**src/rtl/button_pulse_conditioner.sv**
```systemverilog
// Push-button front end for the PWM duty stage: synchronise, debounce, and turn
// button presses into single-cycle inc/dec step pulses with auto-repeat and a both-pressed lockout.
module button_pulse_conditioner #(
    parameter int DEBOUNCE_CYCLES = 4,
    parameter int REPEAT_DELAY    = 8,
    parameter int REPEAT_RATE     = 4,
    parameter int CNT_W           = 16
) (
    input  logic clk,
    input  logic rst_n,
    input  logic ena,
    input  logic btn_inc_raw,
    input  logic btn_dec_raw,
    output logic inc_level,
    output logic dec_level,
    output logic inc_pulse,
    output logic dec_pulse,
    output logic locked
);

    typedef enum logic [1:0] {IDLE, FIRST, REPEAT, LOCK} state_t;

    localparam logic [CNT_W-1:0] DB_LAST   = CNT_W'(DEBOUNCE_CYCLES - 1);
    localparam logic [CNT_W-1:0] DELAY_CNT = CNT_W'(REPEAT_DELAY);
    localparam logic [CNT_W-1:0] RATE_CNT  = CNT_W'(REPEAT_RATE);

    // Bit 0 is the increase button, bit 1 the decrease button throughout.
    logic [1:0]       raw;
    logic [1:0]       sync_q1;
    logic [1:0]       sync_q2;
    logic [1:0]       level;
    logic [1:0]       level_d;
    logic [1:0]       press;
    logic [CNT_W-1:0] db_cnt [2];

    state_t           state;
    state_t           state_nxt;
    logic             act;
    logic             act_nxt;
    logic [CNT_W-1:0] rep_cnt;
    logic [CNT_W-1:0] rep_cnt_nxt;
    logic [CNT_W-1:0] rep_cnt_inc;
    logic             fire;
    logic             inc_pulse_nxt;
    logic             dec_pulse_nxt;

    assign raw = {btn_dec_raw, btn_inc_raw};

    // A level only flips after DEBOUNCE_CYCLES consecutive disagreeing samples.
    always_ff @(posedge clk or negedge rst_n) begin
        if (!rst_n) begin
            sync_q1   <= '0;
            sync_q2   <= '0;
            level     <= '0;
            level_d   <= '0;
            db_cnt[0] <= '0;
            db_cnt[1] <= '0;
        end else begin
            sync_q1 <= raw;
            sync_q2 <= sync_q1;
            level_d <= level;
            for (int i = 0; i < 2; i++) begin
                if (sync_q2[i] == level[i]) begin
                    db_cnt[i] <= '0;
                end else if (db_cnt[i] >= DB_LAST) begin
                    level[i]  <= ~level[i];
                    db_cnt[i] <= '0;
                end else begin
                    db_cnt[i] <= db_cnt[i] + 1'b1;
                end
            end
        end
    end

    assign press       = level & ~level_d;
    assign rep_cnt_inc = (rep_cnt == '1) ? rep_cnt : rep_cnt + 1'b1;

    always_ff @(posedge clk or negedge rst_n) begin
        if (!rst_n) begin
            state     <= IDLE;
            act       <= 1'b0;
            rep_cnt   <= '0;
            inc_pulse <= 1'b0;
            dec_pulse <= 1'b0;
        end else begin
            state     <= state_nxt;
            act       <= act_nxt;
            rep_cnt   <= rep_cnt_nxt;
            inc_pulse <= inc_pulse_nxt;
            dec_pulse <= dec_pulse_nxt;
        end
    end

    // Release is tested before the repeat timer so a release always beats a due pulse.
    always_comb begin
        state_nxt   = state;
        act_nxt     = act;
        rep_cnt_nxt = rep_cnt_inc;
        fire        = 1'b0;
        if (!ena) begin
            state_nxt   = IDLE;
            rep_cnt_nxt = '0;
        end else begin
            case (state)
                IDLE: begin
                    rep_cnt_nxt = '0;
                    if (press[0] && !level[1]) begin
                        fire      = 1'b1;
                        act_nxt   = 1'b0;
                        state_nxt = FIRST;
                    end else if (press[1] && !level[0]) begin
                        fire      = 1'b1;
                        act_nxt   = 1'b1;
                        state_nxt = FIRST;
                    end else if (|press) begin
                        state_nxt = LOCK;
                    end
                end
                FIRST: begin
                    if (!level[act]) begin
                        state_nxt = IDLE;
                    end else if (level[~act]) begin
                        state_nxt = LOCK;
                    end else if ((REPEAT_RATE != 0) && (rep_cnt >= DELAY_CNT)) begin
                        fire      = 1'b1;
                        state_nxt = REPEAT;
                    end
                end
                REPEAT: begin
                    if (!level[act]) begin
                        state_nxt = IDLE;
                    end else if (level[~act]) begin
                        state_nxt = LOCK;
                    end else if (rep_cnt >= RATE_CNT) begin
                        fire = 1'b1;
                    end
                end
                LOCK: begin
                    rep_cnt_nxt = '0;
                    if (level == 2'b00) begin
                        state_nxt = IDLE;
                    end
                end
                default: state_nxt = IDLE;
            endcase
            if (fire) begin
                rep_cnt_nxt = CNT_W'(1);
            end
        end
        inc_pulse_nxt = fire && !act_nxt;
        dec_pulse_nxt = fire && act_nxt;
    end

    assign inc_level = level[0];
    assign dec_level = level[1];
    assign locked    = (state == LOCK) && ena;

endmodule
```
**config.mk**
```make
export PLATFORM = sky130hd
export DESIGN_NAME = button_pulse_conditioner
export DESIGN_NICKNAME = d
export VERILOG_FILES = /design/src/rtl/button_pulse_conditioner.sv
export SDC_FILE = /design/constraint.sdc
export NUM_CORES = 1
export LEC_CHECK = 0
export CORE_MARGIN = 2
export CORE_UTILIZATION = 50
export DETAILED_ROUTE_END_ITERATION = 12
export GPL_TIMING_DRIVEN = 0
export PLACE_DENSITY = 0.65
export RECOVER_POWER = 50
export SLEW_MARGIN = 20
export SYNTH_ARGS = -nofsm -noshare
export SYNTH_HDL_FRONTEND = slang
export SYNTH_SLANG_ARGS = --single-unit
```
**constraint.sdc**
```tcl
create_clock -name clk -period 4 [get_ports clk]
set_clock_uncertainty 0.2 [all_clocks]
set_input_delay 0.6 -clock clk [delete_from_list [all_inputs] [get_ports clk]]
set_output_delay 0.6 -clock clk [all_outputs]
set_load 0.05 [all_outputs]
```
== After elaboration in Yosys (flattened, before gate mapping) ==
Cells that the tools add are included.
Widths: inputs -> output; s select.
Word-level totals
  logic and storage cells: 92
  input port bits: 5
  bits in registers: 61
Cells by class
  reductions and logical operators: 15
  multiplexer cells: 38
  bitwise logic cells: 7
  equality and inequality tests: 11
  $lt $le $gt $ge: 6
  add/subtract/negate cells: 3
Operator list (number)
  $mux 16: 8
  $add 16x1->16 const B: 3
  $ge 16x2->1 const B: 2
  $mux 2: 10
  $mux 1: 18
  $eq 16x16->1 const B: 1
  $ge 16x3->1 const B: 1
  $ge 16x4->1 const B: 1
  $ne 5x5->1 const B: 2
  $pmux 2 s4: 1
  $logic_and 1x1->1: 5
  $not 1->1: 5
  $eq 2x2->1 const B: 2
  $logic_not 2->1: 2
  $lt 1x2->1 const B: 2
  $ne 4x3->1 const B: 1
  $ne 4x4->1 const B: 1
  $reduce_and 2->1: 2
  $reduce_and 4->1: 1
  $reduce_or 2->1: 2
  $logic_not 1->1: 3
  $ne 3x3->1 const B: 1
  $pmux 1 s3: 1
  $and 2x2->2: 1
  other kinds (3): 4

== Logic depth before layout (Yosys ltp) ==
Gate-level depths: netlist (run 1).
  word-level depth: 9
  depth in mapped cells: 8
  gate-level depth less buffers: 7

== Worst setup path before layout (run 1) ==
No wires, ideal clock.
  kind: register to register
  start point: reg level[1]
  end point: reg rep_cnt[0]
  library setup time: 126 ps
  setup slack: 1832 ps
  clock period less this slack: 2168 ps
  stages on the path, launching flop included: 7
  required time: 3674 ps
  arrival: 1842 ps
  buffers on the path: 1
  cell sequence: dfrtp_1 > buf_2 > nor3b_2 > or2_1 > a21boi_2 > nor3_2 > a221o_1
On the way
  word-level cells in the longest chain between the ends: 8
  elaborated cells between the ends (all ways): 19
RTL lines
  from (decl): RTL line 31  | logic [1:0] level;
  from (signal, indexed assignment): RTL line 66  | level[i] <= ~level[i];
  $mux 1 (implied by the code) / $and 2x2->2 (equally long branches): RTL line 122, 132, 75
  $mux 1 (implied by the code) / $logic_and 1x1->1 (equally long branches): RTL line 122, 132, 111
  $mux 1, on equally long branches: RTL line 132, 111, 122
  $mux 1, on equally long branches: RTL line 130, 107, 120
  $pmux 1 s3 *: RTL line 104  | case (state)
  $mux 1 *: RTL line 100  | if (!ena) begin
  $mux 16: RTL line 146  | if (fire) begin
  $mux 16: RTL line 100
  to (signal assigned): RTL line 88  | rep_cnt <= rep_cnt_nxt;
  to (decl): RTL line 40  | logic [CNT_W-1:0] rep_cnt;
Mark *: on every way between the ends. The rest lies on a longest branch, timed or not. The select of a mux whose other input is x is not followed.
A chain may end at the register's enable or synchronous reset.

== Worst setup path after layout (run 1) ==
  start point: in ena
  end point: out locked
On the way
  word-level cells in the longest chain between the ends: 1
RTL lines
  from (decl): RTL line 11  | input logic ena,
  $logic_and 1x1->1: RTL line 156  | assign locked = (state == LOCK) && ena;
  to (decl): RTL line 18  | output logic locked
No other way between the ends.

==> results of run 1 <==
==> layout make-up <==
type                            instances  share of cell area
Buffer                                  5             0.01151
Clock buffer                           10             0.04365
Clock inverter                          6             0.02738
Inverter                                5            0.005952
Multi-Input combinational cell        170              0.3683
Sequential cell                        61              0.4841
Tap cell                               70             0.02778
Timing Repair Buffer                   11             0.03135
==> cells in the final DEF (no fill, tap or decap), types with 6 or more instances in the layout <==
cell type        synthesis  routed
clkbuf_8                 0      10
clkdlybuf4s50_1          0       6
conb_1                   1      28
dfrtp_1                 61      61
ha_1                     9       9
nand2_1                 10      10
nand3_1                  6       6
nor2_1                  18      18
nor3_1                   7       7
nor4_1                   8       8
o21ai_0                  7       7
==> flip-flops by register name (all words and copies together) (netlist names) <==
register	flops
dec_pulse	1
sync_q1	2
level_d	2
act	1
sync_q2	2
level	2
state	2
inc_pulse	1
db_cnt	32
rep_cnt	16
==> what timing repair did <==
action	4_1_cts	5_1_grt
buffers inserted	0	0
hold buffers	1	0
hold endpoints to repair	22	0
==> how the worst min path moves through the flow <==
stage,start,endpoint,slack (ns),depth (start not counted)
final,sync_q1[1],sync_q2[1],0.15,0
after global routing,sync_q1[0],sync_q2[0],0.16,0
after CTS,sync_q1[1],sync_q2[1],0.16,0
after detailed placement,sync_q1[1],sync_q2[1],0.14,0
after global placement,sync_q1[0],sync_q2[0],0.14,0
after floorplan,rst_n,act,0.10,0
==> stage by stage <==
step	cells	worst slack [ns]	hold WS [ns]	utilization
after CTS	338	0.6291	0.1560	0.6210
after global routing	338	0.5406	0.1629	0.6173
after detailed placement	321	0.6362	0.1403	0.5752
after floorplan	241	1.832	0.1044	-
final	338	0.6270	0.1514	0.6173
after global placement	320	0.2298	0.1358	0.5718
==> metal layers <==
metal,global-route usage,vias up,share of wire
li1,-,851,-
met1,0.2389,855,0.49
met2,0.2579,19,0.47
met3,0.03529,6,0.022
met4,0.09818,0,0.014
met5,0,-,0
==> power groups by stage <==
stage	registers [mW]	clock network, mW	logic [mW]
CTS	0.677	0.620	0.226
detailed placement	0.689	0	0.223
global route	0.684	0.652	0.248
floorplan	0.687	0	0.161
global placement	0.688	0	0.220
finish	0.677	0.608	0.221
==> cells by family (layout without fill, tap and decap cells) <==
group	after synthesis	after routing	synth area share
simple gates	87	87	0.2127
flops	61	61	0.5779
compound gates	34	34	0.1018
buf+inv	10	37	0.02084
fa+ha+maj	9	9	0.04263
xor+xnor	8	8	0.02653
mux	4	4	0.01611
other cells	1	28	0.001420
==> results list, run 1 <==
* Outcome: finished clean
- Setup repair after global routing missed its margin: false
- During I/O placement, the number of pins put on the boundary was 10.
* Share of synthesized flip-flops with an asynchronous set or reset: 1.000
* Critical path's top delay family: buffers and inverters
* Reg area: 1526 um^2
- Overall die height: 76.68 um
- Final routed wire length divided by cell count: 12.99 um
- The completed layout was analyzed and its total power is 1.505 mW.
* Inserted Diodes: 0
* Crit path DAT: 2.57 ns
- TritonRoute pass-1 iters: 4
- Leakage power: about 1.4 nW
- The routed design could run at a clock period as short as about 3.4 ns.
* Cts bufs inserted: 9
- The floorplan step defined a die boundary enclosing 5880 um^2.
- Initial standard-cell utilization of the core: 0.5171
- Number of gates on the worst path with buffers counted: 4
* Gates resized, CTS repair: 0
- In the final layout, the share of cells above drive strength 1 is 0.1530.
- Horiz. Die Dim: approximately 77 um
* Clock tree from TritonCTS: done
- Number of vias per cell: 5.121
- Of the total power, the share spent switching nets is 0.2672.
* Peak clock frequency supported by timing: 296.5 MHz
- Final wirelength: 4391 um
* Number of nets in the final layout: 277
- Vias in the first global route: approximately 1.7k
- Critical-path top delay cell: clkdlybuf4s50_1
- Counting both buffers and inverters, the worst setup path holds a total of 3.
- Total DRC errors in the routed layout: 0
* Number of pins exceeding their max-slew limit in the final report: 0
* Share of the clock period used by the worst path after layout: 0.8433
- After filler insertion, the fill cell instance count of the layout stands at 430.
- Synth warn: 0
* Slowest Stage Delay on Critical Path: approximately 0.8 ns
- The share of total power dissipated in the clock network is 0.404.
- Critical path endpoint: locked
- After legalization and detailed placement, the total HPWL measured 2949 um.
- By startpoint and endpoint, the worst setup path is classified as input port to output port.
- Slack of the worst reg-to-reg path: 1.68 ns
- The cell area that synthesis handed to floorplanning was 2641 um^2.
* Max clock buf depth: 2
* Net switching power figure: about 0.40 mW
- For this run, the register share of the synthesized area comes to 0.5779.
- The clock tree synthesis step divided the H-tree into 3 levels.
- The placed instances occupy a cell area of ~3000 um^2.
- Via total after detailed routing: 1,731
* Power share of the sequential group: 0.450
- Register bit count reported by yosys: just over 60
* Top cells by area, synth: dfrtp_1 58%, ha_1 4.3%, nor2_1 2.6%
- Multi-input combinational cell area: about 1200 um^2
- Synth cell count leaders: 61 x dfrtp_1, 18 x nor2_1, 10 x nand2_1, 9 x ha_1, 8 x nor4_1
* Root buf cell: clkbuf_8
- The worst setup path is captured at an output port.
- Measured against its own limit, the worst slew margin works out to 0.1713.
- The largest total area in the synthesized netlist belongs to dfrtp_1.
* CP dominant cell by count: clkdlybuf4s50_1
- Counting distinct cell types in the post-synthesis netlist gives 57.
* Commonest register cell after synthesis: dfrtp_1
* Final Setup Violations: 0
- Total internal power: between 1 and 1.5 mW
- STA classifies the critical path startpoint as an input port.
* Most frequent cell after synthesis: dfrtp_1
* Cell Chain, Critical Path: clkdlybuf4s50_1 > clkbuf_1 > and2_1 > clkdlybuf4s50_1
* Global routing usage summed across all routing layers: 0.1737
- The region available for standard cell placement spans 5107 um^2.
- Post-Synthesis Cells: about 210
* Fraction of synthesized cell area taken by the top area cell type: 0.5779
- The share of total power dissipated in combinational logic is 0.147.
* Endpoint required time on the critical path: ~3.2 ns
* Cell row count: 26
- Once layout is done, the placed cells without fillers occupy around 3200 um^2.
- Number of clock sinks: slightly above 60
- For this block, the initial DRC count from the detailed router was 103.
* FF-to-FF Start: state[0]
- The total overflow left after global routing is 0.
- Maximum number of pins on one net before global-route repair: 40
- I/O Buffers: 9
- In this run the power density over the cells is 477.3 nW/um^2.
* # Max-Cap Violations: 0
- Tracing the worst setup path back leads to its startpoint at ena.
* Final total negative setup slack: 0 ns
- Worst-margin pin slew: around 1.2 ns
- Global-route wire length before repair: 7983 um
- The congestion estimate from routability-driven global placement came to 0.7974.
- The number of antenna violations at the first check in global routing came to 0.
* Mean post-synth cell area: 12.34 um^2
- Clock latency reported for the late side of the worst-skew pair: approximately 0.34 ns
* Clk slew on worst S/H paths: 0.07 ns
* Number of antenna-violating nets in the routed design: 0
- VDD sags by at most 0.3514 mV.
- The path class of the tightest hold or removal check is register to register.
- Syn-to-layout area delta: 19.37%
- Number of flops mapped to enable cells by yosys: 0
- The number of cells on the worst reg-to-reg path is 8.
- Hold violation total from the final report: 0
- The endpoint identified for the worst register-to-register timing path is rep_cnt[5].
- Largest driver fanout on the critical path: 10
Note: power is estimated with default switching activity, not from simulation.
==> run 2, diff against run 1 <==
==> constraint.sdc (replaced) <==
create_clock -name clk -period 3.35 [get_ports clk]
set_clock_uncertainty 0.2 [all_clocks]
set_input_delay 0.5025 -clock clk [delete_from_list [all_inputs] [get_ports clk]]
set_output_delay 0.5025 -clock clk [all_outputs]
set_load 0.05 [all_outputs]
==> results of run 2 <==
The final DEF is identical to that of run 1. Status: finished clean.
Among the figures that moved: setup slack after placement 0.6362 ns -> 0.1812 ns; setup slack after layout 0.6270 ns -> 0.1720 ns; register-to-register setup slack 1.68 ns -> 1.03 ns; total power 1.505 mW -> 1.797 mW; worst IR drop on VDD 0.3514 mV -> 0.4196 mV
==> run 3, diff against run 2 <==
--- a/config.mk
+++ b/config.mk
@@ -9,7 +9,7 @@
 export CORE_UTILIZATION = 50
 export DETAILED_ROUTE_END_ITERATION = 12
 export GPL_TIMING_DRIVEN = 0
-export PLACE_DENSITY = 0.65
+export PLACE_DENSITY_LB_ADDON = 0.1
 export RECOVER_POWER = 50
 export SLEW_MARGIN = 20
 export SYNTH_ARGS = -nofsm -noshare
==> results list, run 3 (synthesis gave the netlist of run 1 again) <==
- Clock power frac: 0.412 (+0.008)
- TritonRoute pass-1 iters: 4 (unchanged)
- Max clock buf depth: 2 (unchanged)
- The placeable core area was 5107 um^2 (unchanged).
* Root buf cell: clkbuf_8
- Clock latency reported for the late side of the worst-skew pair: 0.34 ns (about the same)
- Die area: 5880 um^2 (unchanged)
- Largest driver fanout on the critical path: 10 (unchanged)
- Total number of H-tree levels: 3 (unchanged)
- The post-detailed-route wirelength per cell is 12.69 um (-2.3%).
- Critical path's top delay family: buffers and inverters
- Slowest Stage Delay on Critical Path: 0.79 ns (about the same)
- Number of pins exceeding their max-slew limit in the final report: 0 (unchanged)
- Commonest non-fill, non-tap cell in the layout: dfrtp_1
* Crit path DAT: 2.47 ns
- The area taken by multi-input logic gates is 1161 um^2 (unchanged).
* Horiz. Die Dim: 76.68 um (unchanged)
- The combinational cell fraction of total power was 0.144 (-0.003).
* Vias in the first global route: 1,779 (+3.2%)
- The max-cap violation count is 0 (unchanged).
* Number of clock sinks: 61 (unchanged)
- STA classifies the critical path startpoint as an input port.
- The length in cells of the worst reg-to-reg path came to 8 (unchanged).
* CP dominant cell by count: clkdlybuf4s50_1
* Reg area: 1526 um^2 (unchanged)
- Endpoint required time on the critical path: approximately 2.7 ns
- Capturing point of the worst reg2reg path: rep_cnt[8]
- Setup repair after global routing left no endpoint under its margin.
* Total DRC errors in the routed layout: 0 (unchanged)
- Via total after detailed routing: 1,713 (-1.0%)
- Initial standard-cell utilization of the core: 0.5171 (unchanged)
- The count of routing violations after the opening detailed-route iteration is 141 (+37%).
* Clock tree from TritonCTS: done
- Net switching power figure: 0.4792 mW
- Final wirelength: 4289 um (-2.3%)
- The number of antenna violations at the first check in global routing was 0 (unchanged).
- Category of the critical setup timing path: input port to output port
- The worst hold path terminates at sync_q2[0].
- Of the available clock period, the critical path in the final layout requires 0.9471.
- Min-delay worst type: register to register
* Overall die height: 76.68 um (unchanged)
- The signal on the critical path passes through clkdlybuf4s50_1 > clkbuf_1 > and2_1 > clkdlybuf4s50_1.
- Inserted Diodes: 0 (unchanged)
- Total grt overflow: 0 (unchanged)
* Peak clock frequency supported by timing: 315.2 MHz
- The vias per cell is 5.068 (-1.0%).
* Number of nets in the final layout: 277 (unchanged)
* Syn-to-layout area delta: 19.71%
* Element type at the critical path end: output port
- In the layout the commonest cells are 61 x dfrtp_1, 28 x conb_1, 18 x nor2_1.
* Clk slew on worst S/H paths: 0.06 ns (about the same)
- Power spread over the standard cell area amounts to around 580 nW/um^2.
- Maximum number of pins on one net before global-route repair: 44 (+10%)
* Top-Level Pins: 10 (unchanged)
- The slew at the pin closest to its max-slew limit is 1.028 ns (-0.2149 ns).
* Final RePlAce weighted congestion: 0.7886 (-1.1%)
- The static leakage power is 1.374 nW (+0.27%).
- The flip-flop count of the largest register, all copies and words added was 32 (unchanged).
* Crit path buf inv count: 3 (unchanged)
- Hold violation total from the final report: 0 (unchanged)
- The total placed cells including tap cells is 321 (unchanged).
* Cts bufs inserted: 9 (unchanged)
- Number of cells on the worst hold path: 0 (unchanged)
- Ratio of cells with drive above 1 in the final layout: 0.1530 (unchanged)
- Power share of the sequential group: 0.444 (-0.006)
- The worst hold path begins at sync_q1[0].
* Number of standard cells in the final layout excluding fillers: 338 (unchanged)
- The accumulated negative setup slack is 0 ns (unchanged).
- Across the VDD grid, the largest voltage drop is 0.3363 mV.
* Slack of the worst reg-to-reg path: about 1.0 ns
* Largest registers in the final layout: db_cnt x32, rep_cnt x16
* Switching power share of the total: 0.2634
* Time the final worst path needs with I/O delays and setup: 3.173 ns
- The flow ran to the end, and the final reports show no timing, DRC or antenna violations.
* FF-to-FF Start: state[0]
* Critical-path top delay cell: clkdlybuf4s50_1
* Final Setup Violations: 0 (unchanged)
- Ranked by flip-flop count, first place goes to db_cnt.
- The residual antenna-violating net count after detailed routing was 0 (unchanged).
- The global-route wire length before repair was 8128 um (+1.8%).
* Total internal power: 1.340 mW
- DP HPWL: 2981 um (+1.1%)
* Worst-case headroom to the max-slew limit: 0.3146 (+0.1433)
- FILL cells: 447 (+4.0%)
* Global routing usage summed across all routing layers: 0.1768 (+0.003114)
- Cell row count: 26 (unchanged)
- The number of port buffers was 9 (unchanged).
==> run 3: changes by cell type in the layout (fill, tap and decap cells not counted), sizes merged <==
| cell | before | now |
|---|---|---|
| clkinv | 3 | 1 |
| clkbuf | 13 | 14 |
| inv | 5 | 6 |
==> run 3: through the flow <==
step | setup slack [ns] | util | area (um^2) | hold slack (ns) | power (mW)
global placement | -0.2780 | 0.5718 | 2920 | 0.1359 | 1.083
floorplan | 1.182 | - | 2743 | 0.006909 | 1.013
detailed placement | 0.1975 | 0.5752 | 2938 | 0.1372 | 1.088
finish | 0.1774 | 0.6191 | 3162 | 0.1498 | 1.819
CTS | 0.1855 | 0.6227 | 3181 | 0.1521 | 1.841
global route | 0.07283 | 0.6191 | 3162 | 0.1652 | 1.915
==> run 3: repair_timing <==
item	CTS	global route
hold endpoints to repair	18	0
hold buffers	1	0
setup buffers	0	0
resized for setup	0	0
==> run 3: how the worst max path moves through the flow <==
stage	slack [ns]	depth (start not counted)	from	end
2_1_floorplan	1.18	6	level[1]	rep_cnt[0]
3_3_place_gp	-0.28	1	rst_n	db_cnt[4]
3_5_place_dp	0.20	4	ena	locked
4_1_cts	0.19	4	ena	locked
5_1_grt	0.07	4	ena	locked
6_report	0.18	4	ena	locked
==> run 3: final cells by class <==
cell class / instances / share of cell area
clock buffers: 11 / 0.04788
multi-input cells: 170 / 0.3672
well taps: 70 / 0.02770
flip-flops and latches: 61 / 0.4828
inverters: 5 / 0.005936
clock inverters: 5 / 0.02572
plain buffers: 5 / 0.01148
repair buffers: 11 / 0.03126
==> run 3: layer usage <==
metal,part of all wire,track usage,wire length (um)
met5,0,0,0
met4,0.021,0.08000,92
met3,0.030,0.05529,130
met2,0.46,0.2667,1964
met1,0.49,0.2351,2101
==> run 3: power groups by stage <==
stage | sequential [mW] | combinational [mW] | clock [mW]
2_1_floorplan | 0.821 | 0.192 | 0
4_1_cts | 0.808 | 0.269 | 0.765
3_3_place_gp | 0.821 | 0.262 | 0
5_1_grt | 0.814 | 0.301 | 0.800
6_report | 0.808 | 0.262 | 0.749
3_5_place_dp | 0.822 | 0.266 | 0
==> run 3: worst register-to-register path: cells and delay by family (launching register included) <==
kind / cells / cell delay (ns)
flops: 1 / 0.44
compound gates: 3 / 0.64
simple gates: 2 / 0.32
buf+inv: 2 / 0.30
fa+ha+maj: 1 / 0.31
